--- src/rtl/product_accumulator.sv ---
// product_accumulator: sums a programmed-length stream of unsigned products and
// returns the total over a valid/ready handshake, with a sticky overflow flag.
module product_accumulator #(
  parameter int PW   = 16,
  parameter int AW   = 32,
  parameter int CNTW = 8
) (
  input  logic            clk,
  input  logic            rst_n,
  input  logic            start,
  input  logic [CNTW-1:0] len,
  input  logic [PW-1:0]   prod,
  input  logic            prod_valid,
  output logic            prod_ready,
  output logic [AW-1:0]   acc_out,
  output logic            acc_valid,
  input  logic            acc_ready,
  output logic            busy,
  output logic            ovf
);

  typedef enum logic [1:0] {
    IDLE  = 2'd0,
    ACCUM = 2'd1,
    HOLD  = 2'd2
  } state_t;

  state_t          state_q, state_d;
  logic [AW-1:0]   acc_q, acc_d;
  logic [CNTW-1:0] cnt_q, cnt_d;
  logic            ovf_q, ovf_d;
  logic            prod_ready_q, prod_ready_d;
  logic            acc_valid_q, acc_valid_d;
  logic            busy_q, busy_d;

  logic            transfer;
  logic [AW:0]     sum_ext;

  assign transfer = prod_valid & prod_ready_q;

  // One extra bit on the adder exposes the carry out of the accumulator MSB.
  assign sum_ext = {1'b0, acc_q} + {{(AW + 1 - PW){1'b0}}, prod};

  always_comb begin
    state_d = state_q;
    acc_d   = acc_q;
    cnt_d   = cnt_q;
    ovf_d   = ovf_q;

    case (state_q)
      IDLE: begin
        if (start) begin
          acc_d = '0;
          ovf_d = 1'b0;
          if (len != '0) begin
            cnt_d   = len;
            state_d = ACCUM;
          end else begin
            cnt_d   = '0;
            state_d = HOLD;
          end
        end
      end
      ACCUM: begin
        if (transfer) begin
          acc_d = sum_ext[AW-1:0];
          ovf_d = ovf_q | sum_ext[AW];
          cnt_d = cnt_q - CNTW'(1);
          if (cnt_q == CNTW'(1)) begin
            state_d = HOLD;
          end
        end
      end
      HOLD: begin
        if (acc_ready) begin
          state_d = IDLE;
        end
      end
      default: begin
        state_d = IDLE;
      end
    endcase

    // Handshake outputs are registered from the next state so none of them
    // depends combinationally on acc_ready or prod_valid.
    prod_ready_d = (state_d == ACCUM);
    acc_valid_d  = (state_d == HOLD);
    busy_d       = (state_d != IDLE);
  end

  always_ff @(posedge clk or negedge rst_n) begin
    if (!rst_n) begin
      state_q      <= IDLE;
      acc_q        <= '0;
      cnt_q        <= '0;
      ovf_q        <= 1'b0;
      prod_ready_q <= 1'b0;
      acc_valid_q  <= 1'b0;
      busy_q       <= 1'b0;
    end else begin
      state_q      <= state_d;
      acc_q        <= acc_d;
      cnt_q        <= cnt_d;
      ovf_q        <= ovf_d;
      prod_ready_q <= prod_ready_d;
      acc_valid_q  <= acc_valid_d;
      busy_q       <= busy_d;
    end
  end

  assign prod_ready = prod_ready_q;
  assign acc_valid  = acc_valid_q;
  assign busy       = busy_q;
  assign acc_out    = acc_q;
  assign ovf        = ovf_q;

endmodule

--- config.mk ---
export PLATFORM = sky130hd
export DESIGN_NAME = product_accumulator
export DESIGN_NICKNAME = d
export VERILOG_FILES = /design/src/rtl/product_accumulator.sv
export SDC_FILE = /design/constraint.sdc
export NUM_CORES = 1
export LEC_CHECK = 0
export BUFFER_PORTS_ARGS = -buffer_cell sky130_fd_sc_hd__buf_2
export CORE_ASPECT_RATIO = 1.1
export CORE_UTILIZATION = 59
export DETAILED_ROUTE_END_ITERATION = 10
export PLACE_DENSITY = 0.84
export RECOVER_POWER = 100
export SYNTH_ARGS = -nofsm -noshare
export SYNTH_HDL_FRONTEND = slang
export SYNTH_SLANG_ARGS = --single-unit
export TNS_END_PERCENT = 100
--- constraint.sdc ---
create_clock -name clk -period 3.5 [get_ports clk]
set_input_delay 0.525 -clock clk [delete_from_list [all_inputs] [get_ports clk]]
set_output_delay 0.525 -clock clk [all_outputs]
set_load 0.02 [all_outputs]
==> results_dict.tcl, run 1 <==
set metrics [dict create \
    status "complete, but fails checks" \
    failed_checks "design-rule violations, max-capacitance violations, max-slew violations" \
    stdcell_count 480 \
    slew_headroom_pct -62.0 \
    r2r_cells 10 \
    hold_buffers 0 \
    swShare_pct 44.7 \
    crit_path_end_kind "flip-flop" \
    rr_startpoint "acc_out[0]" \
    post_drt_via_cell_ratio 5.99 \
    r2r-end "acc_out[24]" \
    arrival_ns 2.86 \
    ys_warn_count 0 \
    synth_cell_types 49 \
    n_antenna_cell 0 \
    total_power_mw 2.39 \
    synth_edf_count 0 \
    grt_remaining_overflow 0 \
    finalHoldViolCount 0 \
    ios 65 \
    clock_path_buffers 2 \
    vdd_drop_max_mv 0.466 \
    finClkSkew_ns 0.00732 \
    gp_congestion 0.879 \
    required_ns 3.69 \
    wl_mm 6.87 \
    grt_pass1_vias 2646 \
    p_seq_share_pct 34.0 \
    cts_sinks 46 \
    dp.cells 473 \
    synthSimpleGateAreaFrac_pct 22.7 \
    final.setup.tns_ns 0 \
    cts_setup_buffers 0 \
    power_density_nw_per_um2 687 \
    timing.fmax_mhz 374 \
    num_rows 27 \
    period_minus_slack_ns 2.68 \
    crit_fanout 8 \
    drive_above_1_share_pct 11.1 \
    p_sw_mw 1.07 \
    setup_viol 0 \
    cts_tree "done" \
    grt_pass1_wl_mm 11.8 \
    cp-start-kind "flip-flop" \
    hold_end "cnt_q[0]" \
    vias 2876 \
    crit_type "flip-flop to flip-flop" \
    ant_nets 0 \
    cts_root_buf "clkbuf_8" \
    period_share_pct 76.5 \
    numCtsBuffers 5 \
    dpl.hpwl_mm 5.08 \
    slew_violations 47 \
    fillers 432 \
    async_reset_ff_share_pct 100 \
    clkPwrFrac_pct 16.7 \
    rsz0062_at_grt "no" \
    cts.clk_slew.worst_paths_ns 0.08 \
    maxCapViolations 1 \
    antenna_found_initial 0 \
    power.leakage_nw 1.61 \
    numPortBuffers 64 \
    core-area_um2 5000 \
    syn_to_final_growth_pct 13.0 \
    synth_seq_area_share_pct 37.4 \
    r2r_slack_ns 0.82 \
    synthAdderAreaFrac_pct 7.96 \
    die_h_um 77.8 \
    synthXorXnorAreaFrac_pct 5.12 \
    wl_per_cell_um 14.3 \
    synth-compound-area-share_pct 21.4 \
    synth-seq-cells 46 \
    muxShareOfSynthArea_pct 2.64 \
    drt_pass1_iterations 7 \
    intPower_mw 1.32 \
    clk_latency_ns 0.29 \
    drc_errors 10 \
    grt_usage_pct 26.7 \
    nets 470 \
    die_w_um 70.9 \
    combPwrFrac_pct 49.3 \
    min_from "len[0]" \
    htree_levels 2 \
    grt_max_degree 47 \
    initial_core_util_pct 61.6 \
    dieArea_um2 5510 \
    hp-class "input port to flip-flop" \
    worst_slew_pin_slew_ns 2.43 \
    syn_avg_cell_area_um2 8.51 \
    synth_area_um2 3080 \
    synth_fp_nets 410 \
    whs_path_depth 3 \
    cts_resized 0 \
    ys.flop_type "dfrtp_1" \
    synthCells 362 \
    drt_iter0_drc 302 \
    synth_top_family_by_area "simple AND/OR/NAND/NOR gates" \
]
-- cell usage after synthesis (5+ instances only) --
library cell,instances,area (µm²)
nand4_1,11,68.8
nor2b_1,6,37.5
xor2_1,8,70.1
nor2_1,28,105
a31oi_1,6,37.5
and3_1,5,31.3
mux2i_1,7,70.1
or2_2,6,37.5
dfrtp_1,46,1150
a21o_1,10,75.1
inv_1,7,26.3
a21oi_1,35,175
xnor2_1,10,87.6
clkbuf_1,12,45.0
nand3_1,15,75.1
ha_1,18,225
o21ai_0,30,150
nand2_1,46,173
nor3_1,9,45.0
-- registers in the layout (all words and copies together) (netlist names) --
register,cells
ovf,1
prod_ready,1
busy,1
state_q,2
acc_valid,1
acc_out,32
cnt_q,8
-- cell usage in the layout, fill, tap and decap left out, types with 2 or more instances in the layout --
cell	instances
nand2_1	46
dfrtp_1	46
clkbuf_1	39
a21oi_1	35
o21ai_0	30
nor2_1	28
buf_2	27
ha_1	18
nand3_1	15
nand4_1	11
a21o_1	10
xnor2_1	10
nor3_1	9
xor2_1	8
inv_1	7
mux2i_1	7
nor2b_1	6
a31oi_1	6
or2_2	6
clkbuf_8	6
and3_1	5
o21a_1	4
or4_1	3
o31ai_1	3
a31o_2	3
nand2b_1	2
o22ai_1	2
and2_0	2
and2_1	2
o32ai_1	2
a211oi_1	2
o21bai_1	2
and4_1	2
nor4_1	2
-- power groups by stage --
stage,logic (mW),clock network [mW],registers (mW)
after global routing,1.33,0.427,0.832
final,1.18,0.400,0.812
after floorplan,0.847,0,0.869
after CTS,1.21,0.408,0.805
after detailed placement,1.20,0,0.815
after global placement,1.18,0,0.808
-- cells by family (layout without fill, tap and decap cells) --
kind of cell,after synthesis,count (layout)
AOI/OAI and AO/OA,107,107
and+or+nand+nor,143,143
DFF,46,46
muxes,8,8
xor gates and xnor gates,18,18
buffers and inverters,21,81
adders and majority gates,19,19
-- worst max-delay path, cell delays in order (launching register included) --
cell	delay, ns
dfrtp_1	0.40
ha_1	0.20
inv_1	0.07
fa_1	0.18
nor2b_1	0.06
or2_0	0.22
a211o_1	0.33
o211ai_1	0.51
a21oi_1	0.23
and4_1	0.27
mux2i_1	0.11
-- worst max path at each step --
| stage | to | from | slack, ns | cells past startpoint |
|---|---|---|---|---|
| 2_1_floorplan | acc_out[24] | prod[0] | 1.13 | 10 |
| 3_3_place_gp | acc_out[24] | prod[0] | 0.87 | 11 |
| 3_5_place_dp | acc_out[24] | prod[0] | 0.76 | 11 |
| 4_1_cts | acc_out[24] | acc_out[0] | 1.01 | 10 |
| 5_1_grt | cnt_q[0] | state_q[1] | 0.51 | 6 |
| 6_report | acc_out[24] | acc_out[0] | 0.82 | 10 |
-- area by class of cell --
cell class                      count  area, µm²  area share, %
Clock buffer                        6       82.6           2.37
Clock inverter                      1       30.0          0.863
Inverter                            7       26.3          0.755
Tap cell                           58       72.6           2.08
Sequential cell                    46       1150           33.1
Timing Repair Buffer               67        289           8.30
Multi-Input combinational cell    295       1830           52.6
-- metrics by stage --
stage                     setup slack [ns]  hold WS (ns)  area [µm²]  utilization [%]
after floorplan                       1.13         0.229        3080                -
after global placement               0.871         0.464        3440             68.7
after detailed placement             0.763         0.471        3440             68.7
after CTS                             1.01         0.436        3550             71.0
after global routing                 0.510         0.496        3480             69.6
final                                0.823         0.476        3480             69.6
-- layer usage --
layer  routed length, µm  GRT usage (%)  vias up
met5                   0              0        -
met4                  95           8.20        0
met3                 284           3.90       11
met2                3260           44.7       82
met1                3220           35.6     1353
li1                    -              -     1430
No activity file was read; power rests on OpenSTA's default activity.
==> run 2, diff against run 1 <==
Settings changed: ABC_AREA from default to 1, CORE_UTILIZATION 59 to 57, PLACE_DENSITY 0.84 to 0.8.
Clock period 3.5 ns to 2.6 ns, I/O delays scaled along.
==> results_dict.tcl, run 2 <==
set metrics [dict create \
    cp-start-kind "flip-flop" \
    ys_top_cells_by_area "dfrtp_1 (32%), nand2_1 (22%), inv_1 (9.5%)" \
    gp_congestion 0.995 \
    clkPwrFrac_pct 12.2 \
    required_ns 2.80 \
    num_rows 30 \
    period_minus_slack_ns 2.35 \
    combPwrFrac_pct 61.0 \
    p_seq_share_pct 26.7 \
    power_density_nw_per_um2 1090 \
    fillers 615 \
    htree_levels 2 \
    ys.flop_type "dfrtp_1" \
    cts_tree "done" \
    worst_slew_pin_slew_ns 1.20 \
    ys_warn_count 0 \
    yosys.area.top_type_share_pct 31.7 \
    cts_sinks 46 \
    nets 698 \
    setup_ws_ns 0.253 \
    intPower_mw 2.08 \
    synth_seq_area_share_pct 31.7 \
    status "complete, no violations" \
    swShare_pct 53.1 \
    grt_remaining_overflow 0 \
    cts.clk_slew.worst_paths_ns 0.08 \
    n_antenna_cell 0 \
    drc_errors 0 \
    crit_type "flip-flop to flip-flop" \
    synth_fp_nets 633 \
    vias 3881 \
    numPortBuffers 64 \
    synth_cell_types 33 \
    synth_area_um2 3630 \
    ant_nets 0 \
    maxCapViolations 0 \
    p_sw_mw 2.36 \
    grt_pass1_wl_mm 15.8 \
    finClkSkew_ns 0.00850 \
    final_cell_mix "nand2_1 (216), inv_1 (92), nor2_1 (69), dfrtp_1 (46), nand3_1 (45)" \
    post_drt_via_cell_ratio 5.31 \
    slew_violations 0 \
    cts_root_buf "clkbuf_8" \
    slew_headroom_pct 20.2 \
    setup_viol 0 \
    pre_cts_ws_ns 0.336 \
    finalHoldViolCount 0 \
    initial_core_util_pct 59.0 \
    crit_path_end_kind "flip-flop" \
    total_power_mw 4.44 \
    arrival_ns 2.54 \
    synth_commonest_cells "nand2_1 (215), inv_1 (92), nor2_1 (69)" \
    synth_area_leader_cell "dfrtp_1" \
    hp-class "input port to flip-flop" \
    vdd_drop_max_mv 0.681 \
    numCtsBuffers 5 \
    wl_mm 9.29 \
    die_w_um 78.1 \
    clock_path_buffers 2 \
    clk_latency_ns 0.30 \
    grt_pass1_vias 3669 \
    drive_above_1_share_pct 6.76 \
    grt_max_degree 47 \
    yosys.cell_count.top_type "nand2_1" \
    cts_setup_buffers 0 \
    largest_register_ffs 32 \
    grt_usage_pct 29.6 \
    synth_edf_count 0 \
    period_share_pct 90.3 \
    crit_fanout 27 \
    timing.fmax_mhz 426 \
    synth-seq-cells 46 \
    final.setup.tns_ns 0 \
    antenna_found_initial 0 \
    power.leakage_nw 2.28 \
    drt_iter0_drc 210 \
    rsz0062_at_grt "no" \
    dpl.hpwl_mm 7.09 \
    syn_to_final_growth_pct 11.6 \
    syn_avg_cell_area_um2 6.21 \
    wl_per_cell_um 12.7 \
    core-area_um2 6160 \
    final_core_util_pct 65.9 \
    drt_pass1_iterations 7 \
    ios 65 \
    async_reset_ff_share_pct 100 \
    synthCells 585 \
    die_h_um 85.8 \
    mostFrequentLayoutCell "nand2_1" \
    dieArea_um2 6700 \
    hold_buffers 0 \
    cts_resized 0 \
]
[run 2: critical path, stage by stage (launching register included)]
cell and delay (ns):
dfrtp_1 0.46, nor2_2 0.14, nand2_1 0.41, nand2_4 0.38, inv_2 0.26, nor3b_1 0.32, nand3_1 0.11, nand2_1 0.07
nor2_1 0.05
[run 2: kinds of logic (layout without fill, tap and decap cells)]
family / after synthesis / in the layout / synth area share (%)
simple gates: 352 / 352 / 40.7
buf+inv: 102 / 168 / 11.2
compound gates: 64 / 64 / 9.26
flops: 46 / 46 / 31.7
fa+ha+maj: 19 / 19 / 6.75
xor+xnor: 2 / 2 / 0.482
[run 2: path summary, 6_finish.rpt]
kind                                  from           to  slack [ns]  cells after the start
worst max register to register  state_q[1]  acc_out[28]        0.25                      8
worst max-delay path            state_q[1]  acc_out[28]        0.25                      8
worst min register to register  acc_out[7]   acc_out[7]        0.52                      2
worst min-delay path                len[3]     cnt_q[3]        0.36                      3
min in group asynchronous            rst_n   acc_out[1]        0.40                      2
max in group asynchronous            rst_n          ovf        1.46                      2
[run 2: final cells by class]
cell class | instances | area (µm²) | share of cell area (%)
Multi-Input combinational cell | 437 | 2060 | 50.7
Sequential cell | 46 | 1150 | 28.4
Inverter | 94 | 353 | 8.70
Timing Repair Buffer | 66 | 288 | 7.10
Tap cell | 80 | 100 | 2.47
Clock buffer | 7 | 76.3 | 1.88
Clock inverter | 1 | 30.0 | 0.741
[run 2: layer usage]
layer / track usage [%] / vias to the layer above / wire length (µm)
met2: 51.3 / 121 / 4430
li1: - / 1961 / -
met5: 0 / - / 0
met3: 3.72 / 27 / 429
met4: 13.3 / 0 / 318
met1: 36.9 / 1772 / 4110
[run 2: metrics by stage]
stage / area [µm²] / instances / hold slack (ns)
after floorplan: 3630 / 585 / 0.0944
after global placement: 4020 / 723 / 0.484
after detailed placement: 4020 / 723 / 0.494
after CTS: 4120 / 731 / 0.199
after global routing: 4060 / 731 / 0.362
final: 4060 / 731 / 0.362
[run 2: power by group through the flow]
| stage | Clock (mW) | Sequential [mW] | Combinational, mW |
|---|---|---|---|
| detailed placement | 0 | 1.19 | 2.73 |
| global placement | 0 | 1.18 | 2.66 |
| finish | 0.543 | 1.19 | 2.71 |
| CTS | 0.561 | 1.18 | 2.75 |
| global route | 0.579 | 1.22 | 3.07 |
| floorplan | 0 | 1.36 | 1.88 |
